===== src/rtl/tx_ordered_set_framer.sv =====
// tx_ordered_set_framer: TX symbol source that interleaves DLLP/TLP bytes with
// Gen1 ordered sets (periodic SKP, requested TS1/TS2) and 0x00 idle symbols.
// Ordered sets are only started at packet boundaries; the packet source is
// held off (pkt_ready_o low) while an ordered set is on the wire.
// Optional feature: define TX_OS_STATS_EN to add saturating SKP/TS COM counters
// (skp_count_o, ts_count_o).
module tx_ordered_set_framer #(
  parameter int unsigned SKP_INTERVAL = 1180,
  parameter logic [7:0]  N_FTS        = 8'd16
) (
  input  logic       clk_i,
  input  logic       rst_i,
  input  logic       tx_enable_i,
  input  logic [7:0] pkt_byte_i,
  input  logic       pkt_valid_i,
  input  logic       pkt_sop_i,
  input  logic       pkt_eop_i,
  output logic       pkt_ready_o,
  input  logic       ts_req_i,
  input  logic       ts_type_i,
  input  logic [7:0] link_num_i,
  input  logic [7:0] lane_num_i,
  output logic       ts_done_o,
  output logic [7:0] data_frame_o,
  output logic       data_frame_valid_o,
  output logic       is_k_o,
  output logic       is_ordered_set_o,
  output logic       bypass_scrambler_o
`ifdef TX_OS_STATS_EN
  ,
  output logic [15:0] skp_count_o,
  output logic [15:0] ts_count_o
`endif
);

  localparam logic [7:0]  SYM_COM  = 8'hBC;
  localparam logic [7:0]  SYM_SKP  = 8'h1C;
  localparam logic [7:0]  SYM_PAD  = 8'hF7;
  localparam logic [11:0] CNT_LAST = 12'(SKP_INTERVAL - 1);

  typedef enum logic [1:0] {ST_IDLE, ST_PKT, ST_SKP, ST_TS} state_t;

  state_t     state_q;
  logic [3:0] idx_q;
  logic [11:0] cnt_q;
  logic       skp_pending_q;
  logic       ts_type_q;
  logic [7:0] data_q;
  logic       valid_q;
  logic       k_q;
  logic       os_q;
  logic       done_q;

  logic [7:0] ts_data_d;
  logic       ts_k_d;
  logic       cnt_wrap_d;

  assign cnt_wrap_d = (cnt_q == CNT_LAST);

  // Packet bytes are taken mid-packet, or in IDLE when no ordered set is waiting.
  assign pkt_ready_o = tx_enable_i &
                       ((state_q == ST_PKT) |
                        ((state_q == ST_IDLE) & ~skp_pending_q & ~ts_req_i));

  // TS body symbol for the current index (COM is emitted from IDLE).
  always_comb begin
    ts_data_d = ts_type_q ? 8'h45 : 8'h4A;
    ts_k_d    = 1'b0;
    case (idx_q)
      4'd1: begin
        ts_data_d = link_num_i;
        ts_k_d    = (link_num_i == SYM_PAD);
      end
      4'd2: begin
        ts_data_d = lane_num_i;
        ts_k_d    = (lane_num_i == SYM_PAD);
      end
      4'd3:    ts_data_d = N_FTS;
      4'd4:    ts_data_d = 8'h02;
      4'd5:    ts_data_d = 8'h00;
      default: ;
    endcase
  end

  // Framer FSM, SKP scheduler and registered symbol outputs.
  always_ff @(posedge clk_i) begin
    if (rst_i || !tx_enable_i) begin
      state_q       <= ST_IDLE;
      idx_q         <= 4'd0;
      cnt_q         <= 12'd0;
      skp_pending_q <= 1'b0;
      ts_type_q     <= 1'b0;
      data_q        <= 8'h00;
      valid_q       <= 1'b0;
      k_q           <= 1'b0;
      os_q          <= 1'b0;
      done_q        <= 1'b0;
    end else begin
      data_q  <= 8'h00;
      valid_q <= 1'b0;
      k_q     <= 1'b0;
      os_q    <= 1'b0;
      done_q  <= 1'b0;
      cnt_q   <= cnt_wrap_d ? 12'd0 : cnt_q + 12'd1;

      case (state_q)
        ST_IDLE: begin
          if (skp_pending_q) begin
            data_q        <= SYM_COM;
            valid_q       <= 1'b1;
            k_q           <= 1'b1;
            os_q          <= 1'b1;
            skp_pending_q <= 1'b0;
            idx_q         <= 4'd1;
            state_q       <= ST_SKP;
          end else if (ts_req_i) begin
            data_q    <= SYM_COM;
            valid_q   <= 1'b1;
            k_q       <= 1'b1;
            os_q      <= 1'b1;
            ts_type_q <= ts_type_i;
            idx_q     <= 4'd1;
            state_q   <= ST_TS;
          end else if (pkt_valid_i && pkt_sop_i) begin
            data_q  <= pkt_byte_i;
            valid_q <= 1'b1;
            if (!pkt_eop_i) state_q <= ST_PKT;
          end else begin
            valid_q <= 1'b1;
          end
        end
        ST_PKT: begin
          if (pkt_valid_i) begin
            data_q  <= pkt_byte_i;
            valid_q <= 1'b1;
            if (pkt_eop_i) state_q <= ST_IDLE;
          end
        end
        ST_SKP: begin
          data_q  <= SYM_SKP;
          valid_q <= 1'b1;
          k_q     <= 1'b1;
          os_q    <= 1'b1;
          if (idx_q == 4'd3) begin
            idx_q   <= 4'd0;
            state_q <= ST_IDLE;
          end else begin
            idx_q <= idx_q + 4'd1;
          end
        end
        ST_TS: begin
          data_q  <= ts_data_d;
          valid_q <= 1'b1;
          k_q     <= ts_k_d;
          os_q    <= 1'b1;
          if (idx_q == 4'd15) begin
            // Back-to-back repeat is decided by IDLE on the very next cycle,
            // so a SKP that became due during this TS still wins, with no gap.
            done_q  <= 1'b1;
            idx_q   <= 4'd0;
            state_q <= ST_IDLE;
          end else begin
            idx_q <= idx_q + 4'd1;
          end
        end
        default: begin
          idx_q   <= 4'd0;
          state_q <= ST_IDLE;
        end
      endcase

      // A SKP falling due while the previous one is being launched keeps pending set.
      if (cnt_wrap_d) skp_pending_q <= 1'b1;
    end
  end

  assign data_frame_o       = data_q;
  assign data_frame_valid_o = valid_q;
  assign is_k_o             = k_q;
  assign is_ordered_set_o   = os_q;
  assign bypass_scrambler_o = os_q;
  assign ts_done_o          = done_q;

`ifdef TX_OS_STATS_EN
  logic        skp_com;
  logic        ts_com;
  logic [15:0] skp_count_q;
  logic [15:0] ts_count_q;

  assign skp_com = tx_enable_i && (state_q == ST_IDLE) && skp_pending_q;
  assign ts_com  = tx_enable_i && (state_q == ST_IDLE) && !skp_pending_q && ts_req_i;

  // Saturating counts of SKP and TS COM symbols emitted.
  always_ff @(posedge clk_i) begin
    if (rst_i) begin
      skp_count_q <= 16'd0;
      ts_count_q  <= 16'd0;
    end else begin
      if (skp_com && skp_count_q != 16'hFFFF) skp_count_q <= skp_count_q + 16'd1;
      if (ts_com && ts_count_q != 16'hFFFF) ts_count_q <= ts_count_q + 16'd1;
    end
  end

  assign skp_count_o = skp_count_q;
  assign ts_count_o  = ts_count_q;
`endif

endmodule


===== config.mk =====
export PLATFORM = sky130hd
export DESIGN_NAME = tx_ordered_set_framer
export DESIGN_NICKNAME = d
export VERILOG_FILES = /design/src/rtl/tx_ordered_set_framer.sv
export SDC_FILE = /design/constraint.sdc
export NUM_CORES = 1
export LEC_CHECK = 0
export ABC_AREA = 1
export BUFFER_PORTS_ARGS = -buffer_cell sky130_fd_sc_hd__buf_2
export CAP_MARGIN = 30
export CELL_PAD_IN_SITES_DETAIL_PLACEMENT = 2
export CELL_PAD_IN_SITES_GLOBAL_PLACEMENT = 2
export CORE_AREA = 2 2 80 82
export CTS_CLUSTER_DIAMETER = 80
export DETAILED_ROUTE_END_ITERATION = 8
export DIE_AREA = 0 0 82 84
export HOLD_SLACK_MARGIN = 0.08
export PLACE_DENSITY = 0.83
export SYNTH_ARGS = -nofsm -noshare
export SYNTH_HDL_FRONTEND = slang
export SYNTH_SLANG_ARGS = --single-unit

===== constraint.sdc =====
create_clock -name clk_i -period 2.7 [get_ports clk_i]
set_input_delay 0.27 -clock clk_i [delete_from_list [all_inputs] [get_ports clk_i]]
set_output_delay 0.27 -clock clk_i [all_outputs]
set_load 0.03 [all_outputs]

==> results by group, run 1 <==
Timing
  – F_max: 0.544 GHz
  – Least-Margin Pin Slew: 0.441 ns
  – Final Hold Vio Count: 0
  – Relative slew slack: 70.5%
  – Fin worst setup slack: 0.863 ns
  – Skew final: 0.00642 ns
  – Worst hold slack: 0.239 ns
  – Period Utilization, post-route: 68.1%
  – RSZ-0062 raised after global routing: false
  – Crit path time final: 1.84 ns
  – Endpoints failing setup: 0
  – Max Slew Vio Count: 0
  – Fin Setup TNS: 0 ns

Routing
  – Post-DR wirelength/cell: 14.4 um
  – Uppermost layer routed: met4
  – Detail Route Antenna Nets: 0
  – DRT iter0 DRCs: 28
  – Via density: 4.77
  – Drt first pass iters: 4
  – # DRC: 0
  – Final WL: 5.64 mm
  – Via Count: 1875
  – Met3 WL: 194 um
  – Met2 wire length: 2.82 mm
  – Post-Route M1 WL: 2.55 mm

GRT
  – Vias in the first global route: 2012
  – First-pass GRT wire length: 9.45 mm
  – Initial antenna violation count: 0
  – Grt ovf: 0
  – Total track usage: 17.9%
  – Largest net degree at the start of global routing: 13

Clock tree
  – CTS tree: done
  – Clock Tree Buf Depth: 2
  – Root buffer cell: clkbuf_8
  – PostCTS Resize Cnt: 0
  – Htree depth: 2
  – Clk slew on worst S/H paths: 0.07 ns
  – Clk sinks: 32
  – Setup bufs post-CTS: 0
  – Total CTS buffers: 5
  – # hold bufs at CTS: 0
  – Worst-skew pair later-pin latency: 0.29 ns

Synth
  – Seq/Total Area, Yosys: 36.1%
  – Synthesized area per cell: 6.65 um^2
  – Post-synthesis cell area: 0.00178 mm^2
  – Yosys cell types: 33
  – Warning count from the yosys run: 0
  – Syn_nets: 304
  – #FFs+latches synth: 32
  – Mapped Cells: 267

Flow run
  – Max Cap Violations: 0

Critical path
  – Reg2reg setup slack: 1.06 ns
  – Reg-to-reg critical path endpoint: data_frame_o[1]$_SDFF_PP0_
  – Worst Path Max Fanout: 7
  – Worst setup SP type: flip-flop
  – CP Data Required Time: 2.43 ns
  – Crit path kind: reg2out
  – Reg-to-Reg Start: idx_q[0]$_SDFFE_PP0P_
  – Worst path arrival time: 1.57 ns
  – Crit path capture type: output port
  – Reg2Reg Depth: 8

Floorplan
  – Die Y: 84 um
  – Standard-cell row count: 29
  – Die width: 82 um
  – Boundary Pins: 46
  – Die footprint: 0.00689 mm^2
  – Starting Density: 29.1%
  – Placeable Area: 0.00610 mm^2

Pwr
  – Max IR drop VDD: 0.000177 V
  – Static leakage: 0.975 nW
  – Total power: 1.05 mW
  – PD cells: 481 mW/mm^2

Worst hold path
  – Worst min path class: in2reg
  – Hold Path Origin: pkt_byte_i[6]
  – Worst Hold Path EP: data_frame_o[6]$_SDFF_PP0_
  – Hold Path Depth: 3

Finish
  – Post-layout util: 35.7%
  – Nets: 352
  – Layout cells sized above 1: 21.5%
  – Diode count: 0
  – Area grow syn2layout: 22.4%
  – FILL cells: 769

Outcome
  – Outcome: completed

Placed design
  – DP Worst Slack: 1.03 ns
  – Port Buffers: 45
  – Final HPWL DP: 4.60 mm
  – RePlAce Congestion: 0.833
[cell families (layout without fill, tap and decap cells)]
family	count (synthesis)	after routing	share of synthesized area [%]
xor+xnor	5	5	2.46
buf+inv	41	90	9.01
flops	32	32	36.1
simple gates	140	140	33.9
compound gates	44	44	15.1
fa+ha+maj	5	5	3.52
[worst max-delay path by stage]
stage,start,endpoint,slack [ns],depth (start not counted)
CTS,state_q[0]$_SDFFE_PP0P_,pkt_ready_o,0.86,5
global placement,idx_q[0]$_SDFFE_PP0P_,data_frame_o[3]$_SDFF_PP0_,1.11,8
global route,state_q[0]$_SDFFE_PP0P_,pkt_ready_o,0.78,5
finish,state_q[0]$_SDFFE_PP0P_,pkt_ready_o,0.86,5
floorplan,idx_q[0]$_SDFFE_PP0P_,data_frame_o[1]$_SDFF_PP0_,1.17,9
detailed placement,idx_q[0]$_SDFFE_PP0P_,data_frame_o[1]$_SDFF_PP0_,1.03,8
[synth_stat cells, drive strengths merged]
cell type,instances,area (um^2)
nand2,71,277
nor2,38,153
inv,34,128
dfxtp,32,641
a21oi,24,135
nand3,21,110
o21ai,12,75.1
ha,5,62.6
o211ai,5,37.5
xor2,5,43.8
nor3,4,25.0
clkbuf,3,11.3
buf,2,12.5
clkinv,2,8.75
nand4,2,12.5
nor4,2,12.5
or2,2,12.5
a31oi,1,6.26
o22ai,1,6.26
o31ai,1,7.51
[registers in the layout, summed over array words and instances (netlist names)]
signal / flops
cnt_q: 12
data_frame_o: 8
idx_q: 4
state_q: 2
bypass_scrambler_o: 1
data_frame_valid_o: 1
is_k_o: 1
skp_pending_q: 1
ts_done_o: 1
ts_type_q: 1
[cells in the final DEF (no fill, tap or decap), drive strengths merged]
cell,n
nand4,2
nor2,38
o21ai,12
nor4,2
xor2,5
a31oi,1
o211ai,5
nand2,71
dfxtp,32
clkbuf,6
o22ai,1
nand3,21
nor3,4
or2,2
inv,34
a21oi,24
ha,5
clkinv,4
o31ai,1
buf,46
[stage by stage]
step	cells	instance area, um^2
after floorplan	267	1780
after global placement	385	2080
after detailed placement	385	2080
after CTS	393	2170
after global routing	393	2170
final	393	2170
[metal layers]
metal | vias to the layer above | GRT usage, %
li1 | 949 | -
met1 | 888 | 22.2
met2 | 32 | 30.8
met3 | 6 | 3.35
met4 | 0 | 5.00
met5 | - | 0
[power by group]
part / internal (mW) / leakage (nW) / total, mW / switching (mW)
combinational: 0.0535 / 0.664 / 0.160 / 0.106
sequential: 0.485 / 0.260 / 0.494 / 0.00875
clock: 0.203 / 0.0510 / 0.392 / 0.188
[area by class of cell]
cell class | count | area [um^2] | area share (%)
multi-input cells | 194 | 976 | 44.9
clock inverters | 2 | 10.0 | 0.460
flip-flops and latches | 32 | 641 | 29.5
repair buffers | 46 | 233 | 10.7
inverters | 36 | 136 | 6.27
clock buffers | 6 | 82.6 | 3.80
well taps | 77 | 96.3 | 4.43
[worst max-delay path, stage by stage (launching register included)]
cell and delay (ns):
dfxtp_1 0.39, nor2_1 0.32, nand2_1 0.16, nand2_1 0.18, nor2_1 0.05, buf_2 0.17
Power figures use the tool's default switching activity.
==> run 2: changes to the inputs <==
==> config.mk (replaced) <==
export PLATFORM = sky130hd
export DESIGN_NAME = tx_ordered_set_framer
export DESIGN_NICKNAME = d
export VERILOG_FILES = /design/src/rtl/tx_ordered_set_framer.sv
export SDC_FILE = /design/constraint.sdc
export NUM_CORES = 1
export LEC_CHECK = 0
export ABC_AREA = 0
export BUFFER_PORTS_ARGS = -buffer_cell sky130_fd_sc_hd__buf_2
export CAP_MARGIN = 30
export CELL_PAD_IN_SITES_DETAIL_PLACEMENT = 2
export CELL_PAD_IN_SITES_GLOBAL_PLACEMENT = 2
export CORE_AREA = 2 2 82 84
export CTS_CLUSTER_DIAMETER = 80
export DETAILED_ROUTE_END_ITERATION = 8
export DIE_AREA = 0 0 84 86
export HOLD_SLACK_MARGIN = 0.08
export PLACE_DENSITY = 0.73
export SYNTH_ARGS = -nofsm -noshare
export SYNTH_HDL_FRONTEND = slang
export SYNTH_SLANG_ARGS = --single-unit
==> constraint.sdc (replaced) <==
create_clock -name clk_i -period 1.6 [get_ports clk_i]
set_input_delay 0.16 -clock clk_i [delete_from_list [all_inputs] [get_ports clk_i]]
set_output_delay 0.16 -clock clk_i [all_outputs]
set_load 0.03 [all_outputs]
==> run 2 against run 1 <==
The run now ends with negative setup slack left. Synthesized area down 8.9%. Register-to-register slack worse by 1.2 ns. Clock skew down 0.0013 ns.
==> results by group, run 2 <==
Synth
  – Mapped Cells: 192 (-28%)
  – Synth area leaders: dfxtp_1 40%, nor2_1 5.1%, xnor2_1 4.3%
  – Most frequent cells after synthesis: 32 x dfxtp_1, 22 x nor2_1, 14 x nand2_1
  – Most frequent cell after synthesis: dfxtp_1
  – Synthesized area per cell: 8.43 um^2 (+27%)
  – Post-synthesis cell area: 0.00162 mm^2 (-8.9%)
  – Syn_nets: 229 (-25%)
  – Largest area contributor in the netlist: dfxtp_1
  – Fraction of registers with async set or reset after synthesis: 0% (unchanged)
  – Seq/Total Area, Yosys: 39.6% (+3.5 points)
  – Warning count from the yosys run: 0 (unchanged)
  – #FFs+latches synth: 32 (unchanged)
  – Most used flip-flop cell after synthesis: dfxtp_1
  – Yosys cell types: 47 (+42%)
  – Synth top area share: 39.6% (+3.5 points)
  – Post-synth EDFFs: 0 (unchanged)

Clock tree
  – Clock Tree Buf Depth: 2 (unchanged)
  – # hold bufs at CTS: 0 (unchanged)
  – Clk sinks: 32 (unchanged)
  – Root buffer cell: clkbuf_8
  – Total CTS buffers: 5 (unchanged)
  – Htree depth: 2 (unchanged)
  – Worst-skew pair later-pin latency: 0.28 ns (about the same)
  – CTS tree: done
  – Clk slew on worst S/H paths: 0.07 ns (about the same)

Outcome
  – Failing checks: negative setup slack
  – Outcome: complete, but fails checks

Timing
  – F_max: 0.583 GHz
  – Endpoints failing setup: 13 (+13)
  – Max Slew Vio Count: 0 (unchanged)
  – Fin worst setup slack: -0.115 ns (-0.977 ns)
  – Relative slew slack: 71.3% (+0.81 points)
  – Final Hold Vio Count: 0 (unchanged)
  – Crit path time final: 1.71 ns
  – Least-Margin Pin Slew: 0.427 ns (-0.0144 ns)
  – Skew final: 0.00511 ns (-0.00132 ns)
  – Period Utilization, post-route: 107%
  – RSZ-0062 raised after global routing: true

Finish
  – Diode count: 0 (unchanged)
  – Layout cells sized above 1: 42.8% (+21 points)
  – Multi-input gate area in the final layout: 0.00104 mm^2 (+6.9%)
  – Number of flip-flops in the largest register: 12 (unchanged)
  – Top reg by flops: cnt_q
  – Most frequent cells in the layout: 45 x buf_2, 26 x buf_4, 24 x dfxtp_1
  – Reg area: 656 um^2 (+2.3%)
  – Nets: 300 (-15%)
  – Post-route insts no fill: 341 (-13%)
  – Commonest non-fill, non-tap cell in the layout: buf_2
  – Area grow syn2layout: 46.9%
  – FILL cells: 734 (-4.6%)

GRT
  – Total track usage: 17.5% (-0.38 points)
  – Grt ovf: 0 (unchanged)
  – Largest net degree at the start of global routing: 12 (-1)
  – First-pass GRT wire length: 9.69 mm (+2.5%)
  – Initial antenna violation count: 0 (unchanged)
  – Vias in the first global route: 1925 (-4.3%)

Critical path
  – Setup crit end: cnt_q[8]$_SDFF_PP0_
  – Reg2Reg Depth: 4 (-4)
  – Crit path kind: reg2reg
  – CP Data Required Time: 1.78 ns (-0.65 ns)
  – Crit path capture type: flip-flop
  – Crit path from: cnt_q[8]$_SDFF_PP0_
  – Worst path arrival time: 1.89 ns (+0.32 ns)
  – Worst Path Max Fanout: 5 (-2)
  – Reg-to-reg critical path endpoint: cnt_q[8]$_SDFF_PP0_
  – Worst setup SP type: flip-flop
  – Reg-to-Reg Start: cnt_q[8]$_SDFF_PP0_
  – Reg2reg setup slack: -0.11 ns (-1.17 ns)

Routing
  – Post-DR wirelength/cell: 17.7 um (+24%)
  – Final WL: 6.05 mm (+7.2%)
  – Via Count: 1716 (-8.5%)
  – Detail Route Antenna Nets: 0 (unchanged)
  – DRT iter0 DRCs: 26 (-7.1%)
  – Via density: 5.03 (+5.5%)
  – Drt first pass iters: 4 (unchanged)
  – # DRC: 0 (unchanged)

Floorplan
  – Standard-cell row count: 29 (unchanged)
  – Die width: 84 um (+2.4%)
  – Starting Density: 25.8% (-3.4 points)
  – Die Y: 86 um (+2.4%)
  – Boundary Pins: 46 (unchanged)
  – Die footprint: 0.00722 mm^2 (+4.9%)
  – Placeable Area: 0.00628 mm^2 (+3.0%)

Placed design
  – RePlAce Congestion: 0.771 (-7.5%)
  – Port Buffers: 45 (unchanged)
  – Final HPWL DP: 4.38 mm (-4.7%)
  – Placed cell count: 331 (-14%)

Pwr
  – Reg power frac: 44.4% (-2.8 points)
  – Switch Pwr: 0.481 mW (+59%)
  – Max IR drop VDD: 0.000425 V (+140%)
  – Combinational share of power: 14.7% (-0.6 points)
  – Static leakage: 0.944 nW (-3.2%)
  – Internal: 1.39 mW (+88%)
  – Clk pwr share: 41.0% (+3.5 points)
  – Switching Share: 25.7% (-3.4 points)
  – PD cells: 789 mW/mm^2 (+64%)
  – Total power: 1.88 mW (+79%)

Worst hold path
  – Worst min path class: in2reg
  – Hold Path Depth: 3 (unchanged)

Flow run
  – Max Cap Violations: 0 (unchanged)
[run 2: cell count changes after synthesis, moves of 5 or more]
cell and delta:
a21oi_1 -9, inv_1 -26, nand3_1 -12, a22oi_1 +5, nand2_1 -55, xnor2_1 +8, nor3_1 +7, nor2_1 -14
[run 2: logic make-up (layout without fill, tap and decap cells)]
family / count (synthesis) / after routing / synth area share (%)
DFF: 32 / 32 / 39.6
and+or+nand+nor: 78 / 79 / 24.8
AOI/OAI and AO/OA: 48 / 48 / 20.6
buffers and inverters: 18 / 89 / 5.10
xor gates and xnor gates: 10 / 10 / 5.41
muxes: 1 / 1 / 0.619
adders and majority gates: 5 / 5 / 3.87
[run 2: routing by layer]
layer | vias up | GRT usage (%) | share of wire, %
met1 | 842 | 19.3 | 42
met3 | 6 | 4.23 | 3.1
li1 | 838 | - | -
met4 | 0 | 4.25 | 0.81
met2 | 30 | 33.7 | 54
met5 | - | 0 | 0
[run 2: critical path: stages, from the launching register on]
cell and delay, ns:
dfxtp_1 0.31, or4b_4 0.54, or4_4 0.58, nand2_4 0.13, nor2_1 0.05
[run 2: how the worst min path moves through the flow]
| stage | start | endpoint | slack (ns) |
|---|---|---|---|
| 2_1_floorplan | ts_req_i | state_q[0]$_SDFFE_PP0P_ | 0.30 |
| 3_3_place_gp | pkt_byte_i[1] | data_frame_o[1]$_SDFF_PP0_ | 0.42 |
| 4_1_cts | ts_type_i | ts_type_q$_SDFFE_PP0P_ | 0.12 |
| 6_report | ts_type_i | ts_type_q$_SDFFE_PP0P_ | 0.13 |
| 3_5_place_dp | ts_type_i | ts_type_q$_SDFFE_PP0P_ | 0.43 |
| 5_1_grt | pkt_byte_i[1] | data_frame_o[1]$_SDFF_PP0_ | 0.13 |
[run 2: power by group through the flow]
stage / registers [mW] / logic (mW) / clock network (mW)
2_1_floorplan: 0.872 / 0.105 / 0
3_3_place_gp: 0.851 / 0.243 / 0
3_5_place_dp: 0.852 / 0.247 / 0
4_1_cts: 0.834 / 0.268 / 0.802
5_1_grt: 0.834 / 0.300 / 0.843
6_report: 0.832 / 0.275 / 0.768
[run 2: timing repair]
item / in CTS / in global routing
hold endpoints to repair: 0 / 0
endpoints found under the setup margin: 19 / 20
pin swaps: 6 / 4
gates resized for setup: 28 / 12
buffers inserted: 1 / 0
gates cloned: 1 / 0
[run 2: area by class of cell]
cell class | instances | area share (%)
Sequential cell | 32 | 27.6
Clock buffer | 6 | 3.05
Timing Repair Buffer | 73 | 18.6
Clock inverter | 2 | 1.47
Multi-Input combinational cell | 143 | 43.9
Inverter | 8 | 1.26
Tap cell | 77 | 4.05
[run 2: stage by stage]
stage / util [%] / TNS (ns) / worst slack, ns / hold WS [ns] / area (um^2)
after CTS: 37.2 / -1.17 / -0.102 / 0.121 / 2340
final: 37.9 / -1.28 / -0.115 / 0.130 / 2380
after global placement: 33.5 / -1.51 / -0.131 / 0.420 / 2100
after detailed placement: 33.5 / -2.85 / -0.205 / 0.431 / 2100
after floorplan: - / -1.03 / -0.0954 / 0.304 / 1630
after global routing: 37.9 / -1.73 / -0.157 / 0.133 / 2380
==> run 3: changes to the inputs <==
==> config.mk (replaced) <==
export PLATFORM = sky130hd
export DESIGN_NAME = tx_ordered_set_framer
export DESIGN_NICKNAME = d
export VERILOG_FILES = /design/src/rtl/tx_ordered_set_framer.sv
export SDC_FILE = /design/constraint.sdc
export NUM_CORES = 1
export LEC_CHECK = 0
export ABC_AREA = 0
export CAP_MARGIN = 30
export CELL_PAD_IN_SITES_DETAIL_PLACEMENT = 1
export CELL_PAD_IN_SITES_GLOBAL_PLACEMENT = 1
export CORE_AREA = 2 2 67 69
export CTS_CLUSTER_DIAMETER = 80
export DETAILED_ROUTE_END_ITERATION = 8
export DIE_AREA = 0 0 69 71
export DONT_BUFFER_PORTS = 1
export HOLD_SLACK_MARGIN = 0.08
export PLACE_DENSITY = 0.71
export SYNTH_ARGS = -nofsm -noshare
export SYNTH_HDL_FRONTEND = slang
export SYNTH_SLANG_ARGS = --single-unit
==> run 3 against run 2 <==
The run still ends with negative setup slack left. Cell count is 19% lower. First-iteration DRC count grew to 2.9 times the previous value. Fmax is 0.94% higher. Critical path type unchanged. Critical endpoint is now cnt_q[1]$_SDFF_PP0_. Largest cell class unchanged.
==> results by group, run 3 (synthesis results as in run 2) <==
Outcome
  – Outcome: complete, but fails checks
  – Failing checks: negative setup slack

Flow run
  – Max Cap Violations: 0 (unchanged)

Timing
  – Fin Setup TNS: -0.953 ns (+0.332 ns)
  – Final Hold Vio Count: 0 (unchanged)
  – Crit path time final: 1.70 ns (-0.0159 ns)
  – RSZ-0062 raised after global routing: true
  – Max Slew Vio Count: 0 (unchanged)
  – Skew final: 0.0176 ns (+0.0125 ns)
  – Least-Margin Pin Slew: 0.578 ns (+0.150 ns)
  – Fin worst setup slack: -0.0988 ns (+0.0159 ns)
  – Period Utilization, post-route: 106% (-0.99 points)
  – Relative slew slack: 61.4% (-9.9 points)
  – F_max: 0.589 GHz (+0.94%)
  – Endpoints failing setup: 13 (unchanged)

GRT
  – Largest net degree at the start of global routing: 12 (unchanged)
  – M2 GR Usage: 35.1% (+1.5 points)
  – Grt met1 use: 25.4% (+6.2 points)
  – First-pass GRT wire length: 8.02 mm (-17%)
  – Vias in the first global route: 1723 (-10%)
  – GRT met3 Usage: 4.56% (+0.32 points)
  – Initial antenna violation count: 0 (unchanged)
  – Most used routing layer: met2
  – Total track usage: 20.6% (+3.2 points)
  – Grt ovf: 0 (unchanged)

Placed design
  – Placed inst area: 0.00183 mm^2 (-13%)
  – Placed cell count: 259 (-22%)
  – DP Worst Slack: -0.171 ns (+0.0341 ns)
  – Final HPWL DP: 3.69 mm (-16%)
  – RePlAce Congestion: 0.793 (+2.9%)
  – Port Buffers: 0 (-100%)

Finish
  – Reg area: 651 um^2 (-0.76%)
  – Top reg by flops: cnt_q
  – Multi-input gate area in the final layout: 0.00105 mm^2 (+0.36%)
  – Most frequent cells in the layout: 26 x dfxtp_1, 25 x buf_4, 20 x nor2_1
  – Layout cells sized above 1: 29.8% (-13 points)
  – FILL cells: 500 (-32%)
  – Design area: 0.00218 mm^2 (-8.1%)
  – Number of flip-flops in the largest register: 12 (unchanged)
  – Post-layout util: 51.9% (+14 points)
  – Commonest non-fill, non-tap cell in the layout: dfxtp_1
  – Post-route insts no fill: 277 (-19%)
  – Area grow syn2layout: 35.0%
  – Nets: 261 (-13%)
  – Diode count: 0 (unchanged)

Routing
  – Via density: 5.87 (+17%)
  – Drt first pass iters: 4 (unchanged)
  – Post-DR wirelength/cell: 18.5 um (+4.5%)
  – Via Count: 1625 (-5.3%)
  – Final WL: 5.14 mm (-15%)
  – DRT iter0 DRCs: 75 (+190%)
  – Detail Route Antenna Nets: 0 (unchanged)
  – # DRC: 0 (unchanged)

Pwr
  – Max IR drop VDD: 0.000424 V (-0.27%)
  – Static leakage: 0.775 nW (-18%)
  – PD cells: 850 mW/mm^2 (+7.7%)

Critical path
  – Crit path from: cnt_q[6]$_SDFF_PP0_
  – Crit path capture type: flip-flop
  – Worst Path Max Fanout: 4 (-1)
  – Reg2reg setup slack: -0.1 ns (+0.02 ns)
  – Reg2Reg Depth: 3 (-1)
  – Setup crit end: cnt_q[1]$_SDFF_PP0_
  – Worst path arrival time: 1.88 ns (about the same)
  – Critical Path Slowest Stage Cell: or4_4
  – Reg-to-Reg Start: cnt_q[6]$_SDFF_PP0_
  – Slowest stage delay, CP: 0.57 ns (about the same)
  – Crit-path cells: or4b_4 > or4_4 > and3_4
  – Worst setup SP type: flip-flop
  – Crit path kind: reg2reg
  – CP Data Required Time: 1.78 ns (about the same)
  – Reg-to-reg critical path endpoint: cnt_q[1]$_SDFF_PP0_

Floorplan
  – Die Y: 71 um (-17%)
  – Placeable Area: 0.00420 mm^2 (-33%)
  – Standard-cell row count: 24 (-17%)
  – Die footprint: 0.00490 mm^2 (-32%)
  – Boundary Pins: 46 (unchanged)
  – Starting Density: 38.5% (+13 points)
  – Die width: 69 um (-18%)

Clock tree
  – Worst-skew pair later-pin latency: 0.30 ns (+0.02 ns)
  – Root buffer cell: clkbuf_8
  – Clk slew on worst S/H paths: 0.07 ns (about the same)
  – Clock Tree Buf Depth: 2 (unchanged)
  – Total CTS buffers: 5 (unchanged)
  – CTS tree: done
  – Htree depth: 2 (unchanged)
  – Clk sinks: 32 (unchanged)

Worst hold path
  – Worst min path class: in2reg
[run 3: repair_timing]
item	in CTS	in global routing
hold buffers	8	0
pin swaps	2	7
buffers inserted	1	0
gates cloned	0	1
hold endpoints to repair	8	0
resized for setup	11	24
setup endpoints to repair	18	21
[run 3: how the worst min path moves through the flow]
| stage | start | cells after the start | slack, ns | end |
|---|---|---|---|---|
| finish | pkt_byte_i[5] | 2 | 0.09 | data_frame_o[5]$_SDFF_PP0_ |
| global route | pkt_byte_i[5] | 2 | 0.09 | data_frame_o[5]$_SDFF_PP0_ |
| CTS | pkt_valid_i | 2 | 0.1 | state_q[0]$_SDFFE_PP0P_ |
| detailed placement | pkt_valid_i | 2 | 0.32 | data_frame_valid_o$_SDFF_PP0_ |
| global placement | ts_req_i | 2 | 0.32 | state_q[0]$_SDFFE_PP0P_ |
| floorplan | ts_req_i | 2 | 0.30 | state_q[0]$_SDFFE_PP0P_ |
[run 3: layer usage]
layer,up-vias,wire [um]
met5,-,0
met4,0,105
met3,10,257
met2,57,2520
met1,798,2260
li1,760,-
[run 3: cell type report]
cell class                      count  share of cell area [%]
Tap cell                           52                    2.98
Timing Repair Buffer               34                    12.8
Clock buffer                        5                    3.15
Clock inverter                      3                    1.95
Inverter                            8                    1.38
Sequential cell                    32                    29.8
Multi-Input combinational cell    143                    48.0
[run 3: worst max-delay path: cells and delay by family (launching register included)]
kind | cells | cell delay, ns
DFF | 1 | 0.31
and+or+nand+nor | 3 | 1.28
[run 3: per-stage QoR]
| step | power [mW] | hold slack, ns |
|---|---|---|
| after global placement | 1.02 | 0.317 |
| final | 1.86 | 0.0902 |
| after CTS | 1.84 | 0.0965 |
| after global routing | 1.90 | 0.0908 |
| after floorplan | 0.977 | 0.304 |
| after detailed placement | 1.03 | 0.318 |
[run 3: power by group]
part           switching (mW)  internal (mW)  total [mW]
logic                   0.106         0.0910       0.197
clock network           0.335          0.461       0.796
registers              0.0467          0.816       0.863
total                   0.488           1.37        1.86
